--- config.mk ---
export PLATFORM = sky130hd
export DESIGN_NAME = wb_arb2_slv1
export DESIGN_NICKNAME = d
export VERILOG_FILES = /design/src/rtl/wb_arb2_slv1.sv
export SDC_FILE = /design/constraint.sdc
export NUM_CORES = 1
export LEC_CHECK = 0
export CORE_AREA = 5 5 129 131
export DETAILED_ROUTE_END_ITERATION = 10
export DIE_AREA = 0 0 134 136
export PLACE_DENSITY = 0.54
export SLEW_MARGIN = 20
export SYNTH_ARGS = -nofsm -noshare
export SYNTH_HDL_FRONTEND = slang
export SYNTH_SLANG_ARGS = --single-unit
--- constraint.sdc ---
create_clock -name clk -period 1.5 [get_ports clk]
set_input_delay 0.3 -clock clk [delete_from_list [all_inputs] [get_ports clk]]
set_output_delay 0.3 -clock clk [all_outputs]
set_load 0.05 [all_outputs]
--- src/rtl/wb_arb2_slv1.sv ---
// ----------------------------------------------------------------------------
// wb_arb2_slv1 : two-master, one-slave Wishbone B4 arbiter with window decode
// Revision     : 1.0
// ----------------------------------------------------------------------------
`default_nettype none

module wb_arb2_slv1 #(
   parameter int AW       = 32,
   parameter int DW       = 32,
   parameter int BLW      = 10,
   parameter int SLV_SIZE = 262144
) (
   input  logic              clk,
   input  logic              rst,

   input  logic [DW-1:0]     m0_wbd_dat_i,
   input  logic [AW-1:0]     m0_wbd_adr_i,
   input  logic [DW/8-1:0]   m0_wbd_sel_i,
   input  logic              m0_wbd_we_i,
   input  logic              m0_wbd_cyc_i,
   input  logic              m0_wbd_stb_i,
   output logic [DW-1:0]     m0_wbd_dat_o,
   output logic              m0_wbd_ack_o,
   output logic              m0_wbd_lack_o,
   output logic              m0_wbd_err_o,

   input  logic [DW-1:0]     m1_wbd_dat_i,
   input  logic [AW-1:0]     m1_wbd_adr_i,
   input  logic [DW/8-1:0]   m1_wbd_sel_i,
   input  logic [BLW-1:0]    m1_wbd_bl_i,
   input  logic              m1_wbd_bry_i,
   input  logic              m1_wbd_we_i,
   input  logic              m1_wbd_cyc_i,
   input  logic              m1_wbd_stb_i,
   output logic [DW-1:0]     m1_wbd_dat_o,
   output logic              m1_wbd_ack_o,
   output logic              m1_wbd_lack_o,
   output logic              m1_wbd_err_o,

   input  logic [DW-1:0]     s_wbd_dat_i,
   input  logic              s_wbd_ack_i,
   input  logic              s_wbd_lack_i,
   output logic [DW-1:0]     s_wbd_dat_o,
   output logic [AW-1:0]     s_wbd_adr_o,
   output logic [DW/8-1:0]   s_wbd_sel_o,
   output logic [BLW-1:0]    s_wbd_bl_o,
   output logic              s_wbd_bry_o,
   output logic              s_wbd_we_o,
   output logic              s_wbd_cyc_o,
   output logic              s_wbd_stb_o
);

   typedef enum logic [1:0] {
      IDLE = 2'd0,
      G0   = 2'd1,
      G1   = 2'd2
   } state_t;

   // One extra bit keeps the window compare exact even if SLV_SIZE == 2**AW.
   localparam logic [AW:0]    C_SLV_LIMIT = (AW+1)'(SLV_SIZE);
   localparam logic [BLW-1:0] C_BL_ONE    = {{(BLW-1){1'b0}}, 1'b1};

   state_t state_q, state_d;

   logic m0_bad, m1_bad;

   assign m0_bad = ({1'b0, m0_wbd_adr_i} >= C_SLV_LIMIT);
   assign m1_bad = ({1'b0, m1_wbd_adr_i} >= C_SLV_LIMIT);

   always_ff @(posedge clk) begin
      if (rst) begin
         state_q <= IDLE;
      end else begin
         state_q <= state_d;
      end
   end

   // Grant is held until the owner drops cyc; hand-over goes straight across.
   always_comb begin
      state_d = state_q;
      case (state_q)
         IDLE: begin
            if (m0_wbd_cyc_i)      state_d = G0;
            else if (m1_wbd_cyc_i) state_d = G1;
         end
         G0: begin
            if (!m0_wbd_cyc_i)     state_d = m1_wbd_cyc_i ? G1 : IDLE;
         end
         G1: begin
            if (!m1_wbd_cyc_i)     state_d = m0_wbd_cyc_i ? G0 : IDLE;
         end
         default:                  state_d = IDLE;
      endcase
   end

   always_comb begin
      s_wbd_dat_o   = '0;
      s_wbd_adr_o   = '0;
      s_wbd_sel_o   = '0;
      s_wbd_bl_o    = '0;
      s_wbd_bry_o   = 1'b0;
      s_wbd_we_o    = 1'b0;
      s_wbd_cyc_o   = 1'b0;
      s_wbd_stb_o   = 1'b0;
      m0_wbd_dat_o  = '0;
      m0_wbd_ack_o  = 1'b0;
      m0_wbd_lack_o = 1'b0;
      m0_wbd_err_o  = 1'b0;
      m1_wbd_dat_o  = '0;
      m1_wbd_ack_o  = 1'b0;
      m1_wbd_lack_o = 1'b0;
      m1_wbd_err_o  = 1'b0;

      case (state_q)
         G0: begin
            s_wbd_dat_o   = m0_wbd_dat_i;
            s_wbd_adr_o   = m0_wbd_adr_i;
            s_wbd_sel_o   = m0_wbd_sel_i;
            s_wbd_we_o    = m0_wbd_we_i;
            s_wbd_bl_o    = C_BL_ONE;
            s_wbd_bry_o   = 1'b1;
            s_wbd_cyc_o   = m0_wbd_cyc_i & ~m0_bad;
            s_wbd_stb_o   = m0_wbd_stb_i & ~m0_bad;
            m0_wbd_dat_o  = s_wbd_dat_i;
            // Single-beat master: every ack is also its last ack.
            m0_wbd_ack_o  = s_wbd_ack_i & m0_wbd_stb_i & ~m0_bad;
            m0_wbd_lack_o = s_wbd_ack_i & m0_wbd_stb_i & ~m0_bad;
            m0_wbd_err_o  = m0_wbd_stb_i & m0_bad;
         end
         G1: begin
            s_wbd_dat_o   = m1_wbd_dat_i;
            s_wbd_adr_o   = m1_wbd_adr_i;
            s_wbd_sel_o   = m1_wbd_sel_i;
            s_wbd_we_o    = m1_wbd_we_i;
            s_wbd_bl_o    = m1_wbd_bl_i;
            s_wbd_bry_o   = m1_wbd_bry_i;
            s_wbd_cyc_o   = m1_wbd_cyc_i & ~m1_bad;
            s_wbd_stb_o   = m1_wbd_stb_i & ~m1_bad;
            m1_wbd_dat_o  = s_wbd_dat_i;
            m1_wbd_ack_o  = s_wbd_ack_i  & m1_wbd_stb_i & ~m1_bad;
            m1_wbd_lack_o = s_wbd_lack_i & m1_wbd_stb_i & ~m1_bad;
            m1_wbd_err_o  = m1_wbd_stb_i & m1_bad;
         end
         default: ;
      endcase
   end

endmodule

`default_nettype wire

* Word-level counts from Yosys, hierarchy flattened
Index checks and enable logic that the tools add are counted.
Word-level totals: flip-flop bits (word level) 2, input bits 189, output and inout bits 152, word-level logic and storage cells 46
Cells by class: $lt $le $gt $ge 2, eq/ne operators 5, multiplexer cells 22, bitwise operators 14, reductions and logical operators 2
Operator list (number):
- one-hot mux 32 bit (2 select lines) | 2
- greater-or-equal comparator 32 x 19 -> 1 bit (second input constant) | 2
- two-way mux 32 bit | 2
- one-hot mux 10 bit (2 select lines) | 1
- bitwise AND 1 bit | 12
- two-way mux 2 bit | 5
- one-hot mux 1 bit (2 select lines) | 4
- one-hot mux 4 bit (2 select lines) | 1
- two-way mux 1 bit | 6
- one-hot mux 2 bit (3 select lines) | 1
- inequality test 2 bit (second input constant) | 2
- inequality test 3 bit (second input constant) | 1
- AND reduction 3 bit | 1
- == test 2 x 1 -> 1 bit (second input constant) | 1
- == test 2 bit (second input constant) | 1
- logical NOT 2 bit | 1
- NOT 1 bit | 2

* Logic depth before layout (Yosys ltp)
Gate-level depths: netlist (run 1).
depth in word-level cells 4, gate-level depth with buffers 7

* Worst setup path before layout (run 1)
Ideal clock, no wire load.
path kind flip-flop to output port, start point register state_q[0], end point output m0_wbd_lack_o, arrival time 2.036 ns, required time 1.200 ns, setup slack -0.836 ns, stages on the path, launching flop included 7, path buffers 2, cells stage by stage dfxtp_1 -> ha_1 -> buf_4 -> nor4bb_1 -> nand4_1 -> nor2_1 -> buf_4
On the way: cells in the longest elaborated chain, start to end 2
RTL lines:
- from (decl) | RTL line 63 | state_t state_q, state_d;
- from (signal assigned) | RTL line 74 | state_q <= state_d;
- == test 2 x 1 -> 1 bit
- two-way mux 1 bit
- to (decl) | RTL line 24 | output logic m0_wbd_lack_o,
Every way passes these cells.

* Final worst setup path (run 1)
start point register state_q[0], end point output s_wbd_stb_o
On the way: cells in the longest elaborated chain, start to end 2, elaborated cells on any way between the ends 3, classes of those cells 2 x eq/ne; 1 x mux
RTL lines:
- == test 2 bit / == test 2 x 1 -> 1 bit (equally long branches) | RTL line 114 | case (state_q)
- one-hot mux 1 bit (2 select lines) * | RTL line 114
- to (decl) | RTL line 50 | output logic s_wbd_stb_o
Every way passes the cells marked *; elsewhere a longest branch is shown, timed or not.

==> qor_table.md, run 1 <==
| Item | Reported |
| --- | --- |
| Count of vias placed by the detailed router | 3869 |
| Length in cells of the worst reg-to-reg path | 7 |
| Number of synthesized register bits | 2 |
| Share of cells above drive strength 1 | 0.6858 |
| Global route overflow | 0 |
| Net Count, Synth | 489 |
| Type of destination of the critical path | primary output |
| Largest registers | state_q x2 |
| Setup Crit Path Kind | register to primary output |
| Worst Tran Pin Value | 0.2819 ns |
| Worst Setup SP | state_q[0] |
| Critical path data required time | 1.20 ns |
| Remaining number of nets flagged by the antenna check after routing | 0 |
| Maximum vdd ir drop | 0.0002771 V |
| Worst-Skew Late Latency | 0.22 ns |
| Final routed DRC violation total | 0 |
| Power density over cell area | 411.0 mW/mm² |
| H-tree Lvls | 1 |
| Slew Viols, Final | 0 |
| Crit path time final | 1.965 ns |
| Final weighted congestion in routability-driven placement | 0.8500 |
| Buffers on Ports | 340 |
| Cell taking the most area after synthesis | sky130_fd_sc_hd__a22oi_1 |
| Clock tree from TritonCTS | built |
| Setup crit start kind | register |
| Io pins | 341 |
| Number of maximum-capacitance violations | 0 |
| Capture point of the critical path | s_wbd_stb_o |
| Via-to-Cell Ratio | 4.442 |
| Die Outline Area | 0.01822 mm² |
| Worst EP arrival | 1.67 ns |
| Critical path peak fanout | 6 |
| Vias in the first global route | 4059 |
| Total CTS buffers | 3 |
| RSZ-0062 raised after global routing | true |
| Number of instances in the synthesized netlist | 296 |
| Post-placement cell area | 0.008175 mm² |
| DRC marker count from the first detailed-route iteration | 78 |
| Largest net degree at the start of global routing | 51 |
| Fraction of the core area covered by cells at the end of the flow | 0.5918 |
| Net count of the finished layout | 872 |
| Unique cell type count in the Yosys netlist | 27 |
| Final setup violating endpoints | 152 |
| Most frequent cell after synthesis | sky130_fd_sc_hd__and2_1 |
| Least setup slack across all paths after layout | -0.4654 ns |
| Number of optimization iterations in the first detailed-route pass | 4 |
| Final instance area | 0.009163 mm² |
| Filler-free cell count of the finished design | 871 |
| Post-synth EDFFs | 0 |
| Fmax | 508.8 MHz |
| Share of the clock period used by the worst path after layout | 1.310 |
| Chip width | 134 µm |
| Top post-synthesis cells by count | 74 x sky130_fd_sc_hd__and2_1, 71 x sky130_fd_sc_hd__nor2b_1, 69 x sky130_fd_sc_hd__a22oi_1 |
| Max_slew headroom | 0.8106 |
| Violations in the final reports | setup timing |
| Biggest register | state_q |
| Drt total wl | 18180 µm |
| Overall Global Routing Usage | 0.1674 |
| P_leak | 0.003368 µW |
| Clock tree sinks | 2 |
| Dpl hpwl | 14090 µm |
| Number of failing hold endpoints at the final stage | 0 |
| Wire length per cell after detailed routing | 20.88 µm |
| Max FFs per register | 2 |
| Top-area cell type share of the netlist area | 0.2607 |
| Post-layout total power | 3766 µW |
| Main area contributors after synthesis | sky130_fd_sc_hd__a22oi_1 26%, sky130_fd_sc_hd__and2_1 23%, sky130_fd_sc_hd__nor2b_1 22% |
| Global-route wire length before repair | 23970 µm |
| Clock input transition at the sequential cells of the worst setup and hold paths | 0.03 ns |
| Site Rows | 46 |
| Launch instance of the worst register-to-register path | state_q[0] |
| Post-Place Cells | 840 |
| Ys async rst share | 0 |
| Aggregate negative setup slack | -53.00 ns |
| Worst reg2reg path endpoint | state_q[1] |
| Worst R2R Setup Slack | 0.07 ns |
| Average size of a mapped cell | 6.713 µm² |
| Clk buf depth | 2 |
| Worst clock skew on the final layout | 0.005130 ns |
| Initial antenna violation count | 1 |
| Yosys warning count | 0 |
| Starting density of the core | 0.1283 |
| Placeable core region | 0.01548 mm² |
| Layout overhead on the synthesized area | 361.1% |
| Run status | complete, but fails checks |
| Post-synthesis sequential area ratio | 0.02015 |
| CTS root buffer | sky130_fd_sc_hd__clkbuf_16 |
| Primary flip-flop cell chosen by synthesis mapping | sky130_fd_sc_hd__dfxtp_1 |
| Vertical die dimension | 136 µm |
| Cell Area, Synth | 0.001987 mm² |
| Class of the worst hold path | input port to register |
-- where the power goes --
part	leakage (µW)	switching, µW	internal, µW	total, µW
Clock	0.0000382	66.9	350	417
Combinational	0.00331	1470	1810	3280
Sequential	0.0000178	8.31	57.4	65.7
-- cell usage in the layout (no fill, tap or decap), types with 2 or more instances in the layout --
master | netlist | final
sky130_fd_sc_hd__o21ai_1 | 1 | 3
sky130_fd_sc_hd__nand4_1 | 4 | 4
sky130_fd_sc_hd__buf_4 | 2 | 40
sky130_fd_sc_hd__buf_6 | 2 | 6
sky130_fd_sc_hd__buf_2 | 15 | 2
sky130_fd_sc_hd__nor2_4 | 0 | 3
sky130_fd_sc_hd__buf_8 | 0 | 6
sky130_fd_sc_hd__nor4_4 | 0 | 4
sky130_fd_sc_hd__a21boi_4 | 0 | 2
sky130_fd_sc_hd__nor4_2 | 6 | 2
sky130_fd_sc_hd__ha_4 | 0 | 2
sky130_fd_sc_hd__clkdlybuf4s50_1 | 0 | 156
sky130_fd_sc_hd__nor2b_4 | 0 | 71
sky130_fd_sc_hd__buf_12 | 0 | 162
sky130_fd_sc_hd__dfxtp_4 | 0 | 2
sky130_fd_sc_hd__a21oi_1 | 4 | 4
sky130_fd_sc_hd__a22oi_2 | 0 | 65
sky130_fd_sc_hd__nor4bb_4 | 0 | 2
sky130_fd_sc_hd__clkdlybuf4s15_1 | 0 | 5
sky130_fd_sc_hd__inv_1 | 4 | 2
sky130_fd_sc_hd__dlygate4sd2_1 | 0 | 23
sky130_fd_sc_hd__clkdlybuf4s15_2 | 0 | 2
sky130_fd_sc_hd__inv_4 | 0 | 2
sky130_fd_sc_hd__a22oi_1 | 69 | 4
sky130_fd_sc_hd__nor2_1 | 5 | 2
sky130_fd_sc_hd__clkbuf_16 | 0 | 12
sky130_fd_sc_hd__and2_4 | 0 | 73
-- per-layer routing --
metal | up-vias | track usage | wire, µm
li1 | 1813 | - | -
met1 | 1850 | 0.1803 | 6540
met2 | 188 | 0.3313 | 10230
met3 | 18 | 0.03553 | 1107
met4 | 0 | 0.03886 | 304
met5 | - | 0 | 0
-- through the flow --
step	hold slack, ns	worst slack [ns]
after floorplan	0.3594	-0.3885
after detailed placement	0.5687	-0.7262
final	0.6367	-0.4654
after global placement	0.5332	-0.7609
after global routing	0.6450	-0.5640
after CTS	0.6371	-0.4678
-- timing repair --
| action | CTS | global route |
|---|---|---|
| pin swaps | 16 | 15 |
| setup buffers | 8 | 8 |
| setup endpoints to repair | 153 | 154 |
| hold buffers | 0 | 0 |
| cloned | 1 | 10 |
| resized for setup | 103 | 98 |
-- critical path, cell delays in order (launching register included) --
cell and delay [ns]:
sky130_fd_sc_hd__dfxtp_4 0.36, sky130_fd_sc_hd__inv_4 0.07, sky130_fd_sc_hd__ha_4 0.17, sky130_fd_sc_hd__nor4bb_4 0.21, sky130_fd_sc_hd__nand4_1 0.15, sky130_fd_sc_hd__buf_6 0.16, sky130_fd_sc_hd__a21boi_4 0.17, sky130_fd_sc_hd__buf_12 0.15
-- how the worst min path moves through the flow --
stage | cells after the start | startpoint | to | slack, ns
2_1_floorplan | 1 | rst | state_q[0] | 0.36
3_3_place_gp | 2 | state_q[0] | state_q[0] | 0.53
3_5_place_dp | 2 | state_q[0] | state_q[0] | 0.57
4_1_cts | 2 | rst | state_q[0] | 0.64
5_1_grt | 2 | rst | state_q[0] | 0.65
6_report | 2 | rst | state_q[0] | 0.64
-- final cells by class --
cell class	count	area, µm²
fillers	1250	6320
repair buffers	412	5799
multi-input cells	256	2974
well taps	192	240.2
clock buffers	4	78.83
flip-flops and latches	2	47.55
inverters	4	20.02
diodes	1	2.502
-- cell families after synthesis --
group	count (synthesis)	synth area share
compound gates	83	0.3054
fa+ha+maj	4	0.02519
buf+inv	38	0.09319
flops	2	0.02015
simple gates	169	0.5560
No activity file was read; power rests on OpenSTA's default activity.
==> inputs of run 2 (changes only) <==
CAP_MARGIN = 10   (was default)
SETUP_SLACK_MARGIN = 0.5   (was default)
==> run 2 against run 1 <==
Net effect:
- power rose by 2.1%
- utilization rose by 0.78 points
- sequential share of layout area barely moved
- the flow still finishes with violations (setup timing)
- worst setup slack got worse by 0.0036 ns
- register-to-register slack got worse by 0.24 ns
- sequential cell count did not move
- sequential power fell by 0.9%
- combinational power rose by 2%
==> qor_table.md, run 2 (synthesis gave the netlist of run 1 again) <==
| Item | Reported | Change |
| --- | --- | --- |
| Overall Global Routing Usage | 0.1684 | +0.0009323 |
| DRC marker count from the first detailed-route iteration | 59 | -24% |
| Number of maximum-capacitance violations | 0 | unchanged |
| Family with the most delay on the worst path | flip-flops |  |
| Register area | 47.55 µm² | unchanged |
| Share of cells above drive strength 1 | 0.7103 | +0.02445 |
| Largest net degree at the start of global routing | 41 | -20% |
| Clock tree sinks | 2 | unchanged |
| Share of the clock period used by the worst path after layout | 1.313 | +0.002370 |
| Worst clock skew on the final layout | 0.008236 ns | +0.003105 ns |
| H-tree Lvls | 1 | unchanged |
| Clock input transition at the sequential cells of the worst setup and hold paths | 0.03 ns | about the same |
| Layout overhead on the synthesized area | 367.2% |  |
| Setup crit start kind | register |  |
| Global-route wire length before repair | 24180 µm | +0.86% |
| Max_slew headroom | 0.7388 | -0.07180 |
| Critical path data required time | 1.20 ns | about the same |
| Maximum vdd ir drop | 0.0003304 V | +19% |
| Final Hold Slack | 0.6579 ns | +0.02119 ns |
| Violations in the final reports | setup timing |  |
| Slew Viols, Final | 0 | unchanged |
| Setup Crit Path Kind | register to primary output |  |
| CP max-delay cell | sky130_fd_sc_hd__dfxtp_4 |  |
| Max FFs per register | 2 | unchanged |
| Final weighted congestion in routability-driven placement | 0.8002 | -5.9% |
| Number of failing hold endpoints at the final stage | 0 | unchanged |
| Initial antenna violation count | 1 | unchanged |
| Biggest register | state_q |  |
| Die Outline Area | 0.01822 mm² | unchanged |
| Remaining number of nets flagged by the antenna check after routing | 0 | unchanged |
| Vertical die dimension | 136 µm | unchanged |
| Count of buffer and inverter cells on the critical path | 3 | unchanged |
| Post-layout total power | 3846 µW | +2.1% |
| Buffers on Ports | 340 | unchanged |
| Critical path peak fanout | 5 | -1 |
| Worst EP arrival | 1.67 ns | about the same |
| Fmax | 507.9 MHz | -0.18% |
| Dpl hpwl | 13400 µm | -4.9% |
| Io pins | 341 | unchanged |
| Final instance area | 0.009283 mm² | +1.3% |
| Class of the worst hold path | input port to register |  |
| Net count of the finished layout | 874 | +0.23% |
| Global route overflow | 0 | unchanged |
| Power density over cell area | 414.4 mW/mm² | +0.81% |
| Post-placement cell area | 0.008230 mm² | +0.67% |
| Run status | complete, but fails checks |  |
| Minimum setup slack after placement | -0.7830 ns | -0.05683 ns |
| Largest registers | state_q x2 |  |
| Cells along the critical path | inv_4, ha_4, buf_6, and4bb_2, nand4_1, a21boi_4, buf_12 |  |
| Commonest non-fill, non-tap cells in the layout | 161 x sky130_fd_sc_hd__buf_12, 157 x sky130_fd_sc_hd__clkdlybuf4s50_1, 73 x sky130_fd_sc_hd__and2_4 |  |
| Type of destination of the critical path | primary output |  |
| Drt total wl | 17940 µm | -1.3% |
| Clock tree from TritonCTS | built |  |
| Worst Tran Pin Value | 0.3918 ns | +0.1098 ns |
| Chip width | 134 µm | unchanged |
| Final setup violating endpoints | 154 | +1.3% |
| Post-Place Cells | 840 | unchanged |
| Wire length per cell after detailed routing | 20.55 µm | -1.6% |
| Filler-free cell count of the finished design | 873 | +0.23% |
| Crit path time final | 1.969 ns | +0.003555 ns |
| Area of the multi-input gates | 0.003038 mm² | +2.1% |
| Vias in the first global route | 4170 | +2.7% |
| Number of filler cells placed in the layout | 1208 | -3.4% |
| Worst-Skew Late Latency | 0.22 ns | about the same |
| Placeable core region | 0.01548 mm² | unchanged |
| RSZ-0062 raised after global routing | true |  |
| Clk buf depth | 2 | unchanged |
| Least setup slack across all paths after layout | -0.4690 ns | -0.003555 ns |
| Number of optimization iterations in the first detailed-route pass | 4 | unchanged |
| Leading cell type in the layout, fill and taps excluded | sky130_fd_sc_hd__buf_12 |  |
| Final routed DRC violation total | 0 | unchanged |
| Count of vias placed by the detailed router | 3900 | +0.80% |
| Largest incremental delay on the critical path | 0.36 ns | about the same |
| Total CTS buffers | 3 | unchanged |
| Site Rows | 46 | unchanged |
| Via-to-Cell Ratio | 4.467 | +0.57% |
| CTS root buffer | sky130_fd_sc_hd__clkbuf_16 |  |
| P_leak | 0.003407 µW | +1.2% |
| Starting density of the core | 0.1283 | unchanged |
==> run 2: changes by cell type in the layout (fill, tap and decap cells not counted), moves of 2 or more <==
| cell | before | now |
|---|---|---|
| sky130_fd_sc_hd__a22oi_1 | 4 | 2 |
| sky130_fd_sc_hd__a22oi_2 | 65 | 67 |
| sky130_fd_sc_hd__buf_16 | 1 | 6 |
| sky130_fd_sc_hd__buf_2 | 2 | 6 |
| sky130_fd_sc_hd__buf_6 | 6 | 9 |
| sky130_fd_sc_hd__buf_8 | 6 | 3 |
| sky130_fd_sc_hd__clkbuf_2 | 0 | 5 |
| sky130_fd_sc_hd__dlygate4sd2_1 | 23 | 11 |
| sky130_fd_sc_hd__nor4_2 | 2 | 0 |
| sky130_fd_sc_hd__nor4_4 | 4 | 6 |
==> run 2: layer usage <==
layer | part of all wire | track usage | vias up
met5 | 0 | 0 | -
met1 | 0.33 | 0.1708 | 1813
met2 | 0.55 | 0.3338 | 235
met3 | 0.083 | 0.04663 | 30
met4 | 0.031 | 0.04800 | 0
li1 | - | - | 1822
==> run 2: worst register-to-register path, delay by kind of cell (launching register included) <==
kind | cells | cell delay [ns]
buf+inv | 5 | 0.62
flops | 1 | 0.37
simple gates | 1 | 0.19
fa+ha+maj | 1 | 0.18
compound gates | 2 | 0.23
==> run 2: layout make-up <==
cell class | count | share of cell area
clock buffers | 4 | 0.008492
diodes | 1 | 0.0002696
inverters | 4 | 0.002157
well taps | 192 | 0.02588
multi-input cells | 256 | 0.3273
repair buffers | 414 | 0.6308
flip-flops and latches | 2 | 0.005122
==> run 2: worst paths after layout <==
| path | from | to | slack, ns | depth (start not counted) |
|---|---|---|---|---|
| max | state_q[0] | s_wbd_cyc_o | -0.47 | 7 |
| min | rst | state_q[0] | 0.66 | 2 |
| max reg2reg | state_q[0] | state_q[1] | -0.17 | 9 |
| min reg2reg | state_q[1] | state_q[1] | 0.66 | 3 |
==> run 2: timing repair <==
action	in CTS	in global routing
endpoints found under the hold margin	0	0
gates resized for setup	161	32
gates cloned	4	10
setup buffers	7	7
pin swaps	26	21
endpoints found under the setup margin	154	154
hold buffers	0	0
==> run 2: per-stage QoR <==
stage / utilization / TNS, ns
floorplan: - / -9.939
global placement: 0.5316 / -32.08
detailed placement: 0.5316 / -33.92
CTS: 0.5751 / -54.25
global route: 0.5996 / -67.10
finish: 0.5996 / -57.94
==> run 2: where the power goes <==
group / switching, µW / internal (µW) / leakage [µW]
clock: 71.2 / 351 / 0.0000382
combinational: 1500 / 1860 / 0.00335
sequential: 7.70 / 57.4 / 0.0000178
total: 1580 / 2270 / 0.00341
==> inputs of run 3 (changes only) <==
GPL_TIMING_DRIVEN = 0   (was default)
==> run 3 against run 2 <==
Net effect:
- the flow still finishes with violations (setup timing)
- maximum frequency fell by 5.4%
- utilization fell by 5.2 points
- via count rose by 0.10%
- non-clock buffer count rose by 14
- sequential power rose by 0.9%
- power fell by 2.9%
- register-to-register slack got worse by 0.06 ns
- global-route usage rose by 0.45 points
- sequential share of layout area barely moved
- critical path depth rose by 1
==> qor_table.md, run 3 (synthesis gave the netlist of run 1 again) <==
| Item | Reported | Change |
| --- | --- | --- |
| Run status | complete, but fails checks |  |
| Violations in the final reports | setup timing |  |
| Io pins | 341 | unchanged |
| Worst-Skew Late Latency | 0.22 ns | about the same |
| Global-route wire length before repair | 24710 µm | +2.2% |
| Type of destination of the critical path | primary output |  |
| Class of the worst hold path | input port to register |  |
| Power density over cell area | 440.2 mW/mm² | +6.2% |
| Least setup slack across all paths after layout | -0.5805 ns | -0.1115 ns |
| Critical path peak fanout | 5 | unchanged |
| Hold_buf cts | 0 | unchanged |
| Buffers on Ports | 340 | unchanged |
| Max_slew headroom | 0.7820 | +0.04316 |
| Initial antenna violation count | 0 | -1 |
| Number of maximum-capacitance violations | 0 | unchanged |
| Total CTS buffers | 3 | unchanged |
| Largest net degree at the start of global routing | 11 | -73% |
| Vertical die dimension | 136 µm | unchanged |
| Drt total wl | 17490 µm | -2.5% |
| Placeable core region | 0.01548 mm² | unchanged |
| Maximum vdd ir drop | 0.0002453 V | -26% |
| DRC marker count from the first detailed-route iteration | 59 | unchanged |
| Crit path time final | 2.081 ns | +0.1115 ns |
| Minimum setup slack after placement | -1.468 ns | -0.6845 ns |
| Via-to-Cell Ratio | 4.406 | -1.4% |
| Number of optimization iterations in the first detailed-route pass | 4 | unchanged |
| Clock input transition at the sequential cells of the worst setup and hold paths | 0.03 ns | about the same |
| Dpl hpwl | 13400 µm | about the same |
| Commonest non-fill, non-tap cells in the layout | 164 x sky130_fd_sc_hd__clkdlybuf4s50_1, 117 x sky130_fd_sc_hd__buf_6, 73 x sky130_fd_sc_hd__and2_4 |  |
| Clock tree from TritonCTS | built |  |
| Largest registers | state_q x2 |  |
| P_leak | 0.003303 µW | -3.1% |
| Worst clock skew on the final layout | 0.003209 ns | -0.005027 ns |
| CP max-delay cell | sky130_fd_sc_hd__dfxtp_4 |  |
| Fmax | 480.7 MHz | -5.4% |
| Number of failing hold endpoints at the final stage | 0 | unchanged |
| Slew Viols, Final | 0 | unchanged |
| Worst Tran Pin Value | 0.3246 ns | -0.06717 ns |
| Post-placement cell area | 0.006608 mm² | -20% |
| Biggest register | state_q |  |
| Clock tree sinks | 2 | unchanged |
| H-tree Lvls | 1 | unchanged |
| Antenna cells | 0 | -1 |
| Max FFs per register | 2 | unchanged |
| Final instance area | 0.008483 mm² | -8.6% |
| CTS root buffer | sky130_fd_sc_hd__clkbuf_16 |  |
| Final Hold Slack | 0.6639 ns | +0.006030 ns |
| Global route overflow | 0 | unchanged |
| Worst EP arrival | 1.78 ns | +0.11 ns |
| Setup crit start kind | register |  |
| Length in cells of the worst reg-to-reg path | 10 | +1 |
| Die Outline Area | 0.01822 mm² | unchanged |
| Final routed DRC violation total | 0 | unchanged |
| Clk buf depth | 2 | unchanged |
| Layout overhead on the synthesized area | 327.0% |  |
| RSZ-0062 raised after global routing | true |  |
| Count of vias placed by the detailed router | 3904 | +0.10% |
| Overall Global Routing Usage | 0.1729 | +0.004493 |
| Leading cell type in the layout, fill and taps excluded | sky130_fd_sc_hd__clkdlybuf4s50_1 |  |
| Remaining number of nets flagged by the antenna check after routing | 0 | unchanged |
| Final setup violating endpoints | 154 | unchanged |
| Setup Crit Path Kind | register to primary output |  |
| Largest incremental delay on the critical path | 0.35 ns | about the same |
| Final weighted congestion in routability-driven placement | 0.7308 | -8.7% |
| Cells along the critical path | inv_4, ha_4, buf_8, nor4bb_4, nand4_1, nor2_4, buf_6, buf_8 |  |
| Starting density of the core | 0.1283 | unchanged |
| Critical path data required time | 1.20 ns | about the same |
| Site Rows | 46 | unchanged |
| Share of the clock period used by the worst path after layout | 1.387 | +0.07434 |
| Most used cell, CP | sky130_fd_sc_hd__buf_8 |  |
| Net count of the finished layout | 888 | +1.6% |
| Number of cells on the worst hold path | 3 | +1 |
| Share of cells above drive strength 1 | 0.6960 | -0.01433 |
| Vias in the first global route | 4334 | +3.9% |
| Chip width | 134 µm | unchanged |
| Wire length per cell after detailed routing | 19.74 µm | -3.9% |
| Aggregate negative setup slack | -64.23 ns | -6.294 ns |
## run 3: cell type report
| type | instances | area [µm²] |
|---|---|---|
| multi-input combinational | 256 | 3013 |
| timing repair buffer | 394 | 4453 |
| buffer | 34 | 630.6 |
| tap | 192 | 240.2 |
| fill | 1353 | 6999 |
| sequential | 2 | 47.55 |
| inverter | 4 | 20.02 |
| clock buffer | 4 | 78.83 |
## run 3: worst paths after layout
kind / from / end / slack, ns
worst max-delay path: state_q[1] / m0_wbd_lack_o / -0.58
worst min-delay path: m0_wbd_cyc_i / state_q[0] / 0.66
worst max register to register: state_q[0] / state_q[1] / -0.23
worst min register to register: state_q[1] / state_q[1] / 0.67
## run 3: what timing repair did
item,in CTS,in global routing
pin swaps,33,30
gates cloned,9,7
endpoints found under the setup margin,154,154
buffers inserted,25,13
gates resized for setup,1223,101
## run 3: critical path, delay by kind of cell (launching register included)
family	cells	cell delay, ns
simple gates	3	0.63
flops	1	0.35
fa+ha+maj	1	0.15
buf+inv	4	0.42
## run 3: power breakdown
part / internal [µW] / switching [µW] / total (µW)
Clock: 350 / 64.0 / 414
Combinational: 1780 / 1470 / 3250
Sequential: 57.4 / 8.26 / 65.7
## run 3: per-stage QoR
step / instances / util / total power, µW
final: 886 / 0.5479 / 3734
after global routing: 886 / 0.5479 / 3892
after CTS: 866 / 0.5100 / 3545
after detailed placement: 828 / 0.4268 / 2580
after global placement: 828 / 0.4268 / 2563
after floorplan: 296 / - / 1573
## run 3: per-layer routing
layer  up-vias  share of wire  track usage
li1       1853              -            -
met1      1832           0.34       0.1732
met5         -              0            0
met3        12          0.086      0.05440
met4         0          0.011      0.03257
met2       207           0.56       0.3487
==> patch 1: new RTL, settings of run 2 <==
The parameter `AW` goes from 32 to 16.
--- a/src/rtl/wb_arb2_slv1.sv
+++ b/src/rtl/wb_arb2_slv1.sv
@@ -5,7 +5,7 @@
 `default_nettype none
 
 module wb_arb2_slv1 #(
-   parameter int AW       = 32,
+   parameter int AW       = 16,
    parameter int DW       = 32,
    parameter int BLW      = 10,
    parameter int SLV_SIZE = 262144
Ports: changed (resized m0_wbd_adr_i, m1_wbd_adr_i and s_wbd_adr_o); port bits go from 341 to 293. The function was not compared with the original's and may differ.
==> patch 1 against run 2 <==
The flow still finishes with violations (setup timing); design area fell by 19%; first-iteration DRC count fell by 8.5%; final cell count fell by 15%; sequential cell count did not move; total power rose by 3.1%; clock skew fell by 0.0061 ns; global-route usage fell by 3.7 points; routed wire length fell by 20%; setup slack improved by 0.041 ns; sequential power rose by 4.6%; maximum frequency rose by 2.1%; synthesized area fell by 22%; clock power fell by 4%.
==> patch 1: results <==
[run_status]
run_status = "finished, violations left"
failing_checks = "setup timing"

[yosys]
synth.area.top_cells = "and2_1 30%, a22oi_1 26%, nor2b_1 22%, clkbuf_1 5.8%, ha_1 3.2%"
post_synth_adder_cell_area = 0.0323
post_synth_most_frequent_cells = "75 x and2_1, 55 x nor2b_1, 53 x a22oi_1"
avgSynthCellArea_um2 = 6.48
synth-seq-area-share = 0.0258
netlist-cell-type-count = 20

[placed_design]
detailed_place_hpwl_um = 10800
port_buffers = 284
place_worst_setup_slack_ns = -0.334
gp_congestion = 0.758

[global_route]
largest_net_degree_at_the_start_of_global_routing = 44
global_route.usage.total = 0.132
grt_pass1_wl_um = 18800
grt_pass1_vias = 3155
grt_antenna_before_repair = 0

[pwr]
p_leak_nw = 2.82
power.ir.vdd_worst_v = 0.000328

[sta]
number_of_failing_setup_endpoints_in_the_final_timing_report = 132
final_setup_skew_ns = 0.00213
setup_slack_ns = -0.428

[cells_and_area]
nets = 715
diodes = 0
drive_above_1_share = 0.674

[hold_path]
hold_path_class = "register to register"

[worst_setup_path]
timing.critical_path.fanout_max = 9

[drt]
detail_route.iter0.violations = 54
routed_wire_length_um = 14300
==> patch 1: worst paths after layout <==
check                  start        endpoint  slack (ns)  depth (start not counted)
setup reg to reg  state_q[1]      state_q[1]       -0.22                          7
hold / removal    state_q[0]      state_q[0]        0.53                          2
hold reg to reg   state_q[0]      state_q[0]        0.53                          2
setup / recovery  state_q[0]  s_wbd_dat_o[8]       -0.43                          7
==> patch 1: cells by family (layout without fill, tap and decap cells) <==
group           after synthesis  in the layout
simple gates                134            134
compound gates               61             61
buf+inv                      37            345
fa+ha+maj                     4              4
flops                         2              2
other cells                   1              6
==> patch 1: layer usage <==
| layer | share of wire | GRT usage |
|---|---|---|
| met5 | 0 | 0 |
| met4 | 0.012 | 0.0206 |
| met3 | 0.092 | 0.0477 |
| met2 | 0.53 | 0.258 |
| met1 | 0.37 | 0.136 |
==> patch 1: cell type report <==
cell class	instances	area, um^2	area share
Clock buffer	3	75.1	0.00994
Inverter	4	20.0	0.00265
Multi-Input combinational cell	205	2230	0.296
Sequential cell	2	47.5	0.00630
Tap cell	192	240	0.0318
Timing Repair Buffer	338	4930	0.653
==> patch 1: critical path: cells and delay by family (launching register included) <==
| family | cells | cell delay (ns) |
|---|---|---|
| flops | 1 | 0.37 |
| fa+ha+maj | 1 | 0.21 |
| simple gates | 1 | 0.04 |
| compound gates | 1 | 0.25 |
| buf+inv | 4 | 0.54 |
==> patch 1: where the power goes <==
part,switching (mW),internal [mW]
Sequential,0.00917,0.0590
Combinational,1.55,1.94
Clock,0.0659,0.340
Total,1.62,2.34
==> patch 1: timing repair <==
item                       CTS  global route
setup endpoints to repair  132           132
pin swaps                   18            16
setup buffers                7             5
resized for setup           37            45
cloned                       3            10
==> patch 1: per-stage QoR <==
| step | area (um^2) | total power, mW | TNS (ns) |
|---|---|---|---|
| after floorplan | 2410 | 1.67 | -3.61 |
| after global placement | 6720 | 3.02 | -15.21 |
| after detailed placement | 6720 | 3.05 | -17.23 |
| after CTS | 7080 | 3.65 | -42.69 |
| after global routing | 7550 | 4.12 | -47.34 |
| final | 7550 | 3.96 | -39.96 |
==> patch 2: new RTL, flow settings as in run 2 <==
Without the edit above. The 3 states of `state_t` get a one-hot encoding in 3 bits.
--- a/src/rtl/wb_arb2_slv1.sv
+++ b/src/rtl/wb_arb2_slv1.sv
@@ -50,10 +50,10 @@
    output logic              s_wbd_stb_o
 );
 
-   typedef enum logic [1:0] {
-      IDLE = 2'd0,
-      G0   = 2'd1,
-      G1   = 2'd2
+   typedef enum logic [2:0] {
+      IDLE = 3'b001,
+      G0   = 3'b010,
+      G1   = 3'b100
    } state_t;
 
    // One extra bit keeps the window compare exact even if SLV_SIZE == 2**AW.
Function: same outputs for any inputs over 10 cycles, from zero or initial values and one cycle with rst high; not proved beyond that.
==> patch 2 against run 2 <==
The run still ends with setup timing left; total power down 36%; setup slack better by 0.075 ns; critical path depth down 1; routed wire length down 14%; design area down 12%; sequential cell count up 1; first-iteration DRC count down 27%; synthesized area down 25%; critical endpoint is now m0_wbd_ack_o.
==> patch 2: results <==
[global_route]
global_route.usage.met2 = 0.303
global_routing_met3_resource_utilization = 0.0466
largest_net_degree_at_the_start_of_global_routing = 27
grt_util_met1 = 0.160
grt_pass1_vias = 3718
grt_pass1_wl_um = 22000
global_route.usage.total = 0.155
grt_antenna_before_repair = 1

[worst_setup_path]
worstReg2RegEnd = "state_q[1]"
critPathArrivalTime_ns = 1.59
cpLargestDelayFamily = "simple AND/OR/NAND/NOR gates"
critPathMaxStageDelay_ns = 0.35
worst_r2r_startpoint = "state_q[0]"
reg2reg_setup_slack_ns = 0.21
timing.critical_path.from = "state_q[1]"
r2r_depth = 4

[sta]
min_period_over_period = 1.26
setup_total_negative_slack_ns = -50.12
setup_slack_ns = -0.394
number_of_failing_setup_endpoints_in_the_final_timing_report = 152
final_setup_skew_ns = 0.00228
slew_headroom = 0.819
fin_hold_ws_ns = 0.620

[pwr]
power.ir.vdd_worst_v = 0.000238
p_leak_nw = 3.56

[clock_tree]
cts-root-to-sink-buffers = 2
cts_made_buffers = 3
clock_latency_ns = 0.22
cts_root_buf = "clkbuf_16"
cts.htree.levels = 1

[drt]
detail_route.iter0.violations = 43
detailroute.wirelength.met2_um = 8270
detail_route.wl_per_cell_um = 19.7
drt_first_pass_iters = 4
met1_routed_length_um = 5240
dr_wl_met3_um = 1510
routed_via_density = 4.18

[hold_path]
end_of_the_worst_hold_path = "state_q[0]"
hold_path_class = "register to register"
hold_wc_startpoint = "state_q[2]"
hold_depth = 3

[cells_and_area]
nets = 780
top_regs = "state_q x3"
drive_above_1_share = 0.700
final_cells = 783

[placed_design]
placed_cells = 770
detailed_place_hpwl_um = 14100
place_worst_setup_slack_ns = -0.793
gp_congestion = 0.907
postPlaceCellArea_um2 = 7950

[yosys]
post_synth_most_frequent_cells = "73 x and2_1, 69 x a22o_1, 9 x buf_4, 9 x clkbuf_1, 6 x nor4_1"
synthesis.instances = 206
dominantRegCellSynth = "dfxtp_1"
synthesis.nets = 395
synth-seq-area-share = 0.0405
netlist-cell-type-count = 23
synth.area.top_cells = "a22o_1 41%, and2_1 31%, buf_4 4.6%, dfxtp_1 4.0%, nor4_1 2.5%"

[run_status]
failing_checks = "setup timing"
run_status = "finished, violations left"
## patch 2: changes by cell type after synthesis, moves of 4 or more
| cell | delta |
|---|---|
| a21oi_1 | -4 |
| nor2b_1 | -69 |
| buf_4 | +7 |
| clkbuf_1 | -5 |
| buf_2 | -11 |
| nor4_2 | -6 |
| a22oi_1 | -69 |
| nor4_1 | +6 |
| ha_1 | -4 |
| a22o_1 | +68 |
## patch 2: timing repair
| item | in CTS | in global routing |
|---|---|---|
| cloned | 1 | 1 |
| buffers inserted | 6 | 0 |
| endpoints found under the setup margin | 155 | 155 |
| pin swaps | 19 | 3 |
| resized for setup | 123 | 4 |
## patch 2: worst register-to-register path: stages (launching register included)
cell,delay (ns)
dfxtp_2,0.34
buf_4,0.15
or3b_4,0.42
o22ai_2,0.15
and3b_1,0.17
## patch 2: worst max path at each step
stage / cells after the start / slack, ns / end
2_1_floorplan: 5 / -0.39 / m0_wbd_lack_o
3_3_place_gp: 7 / -0.81 / m0_wbd_ack_o
3_5_place_dp: 7 / -0.79 / m0_wbd_ack_o
4_1_cts: 6 / -0.40 / m0_wbd_ack_o
5_1_grt: 6 / -0.46 / m0_wbd_ack_o
6_report: 6 / -0.39 / m0_wbd_ack_o
## patch 2: layout make-up
type                       count  area (um^2)
fill                        1304         7270
timing repair buffer         404         5570
multi-input combinational    177         2240
tap                          192          240
clock buffer                   4         78.8
sequential                     3         66.3
inverter                       2         7.51
antenna                        1         2.50
## patch 2: where the power goes
part / internal (mW) / switching [mW]
sequential: 0.0902 / 0.0125
clock: 0.351 / 0.0732
combinational: 1.11 / 0.813
## patch 2: cell families after synthesis
logic type,Yosys count,share of synthesized area
AOI/OAI and AO/OA,76,0.438
buffers and inverters,26,0.0936
DFF,3,0.0405
and+or+nand+nor,100,0.422
xor gates and xnor gates,1,0.00590
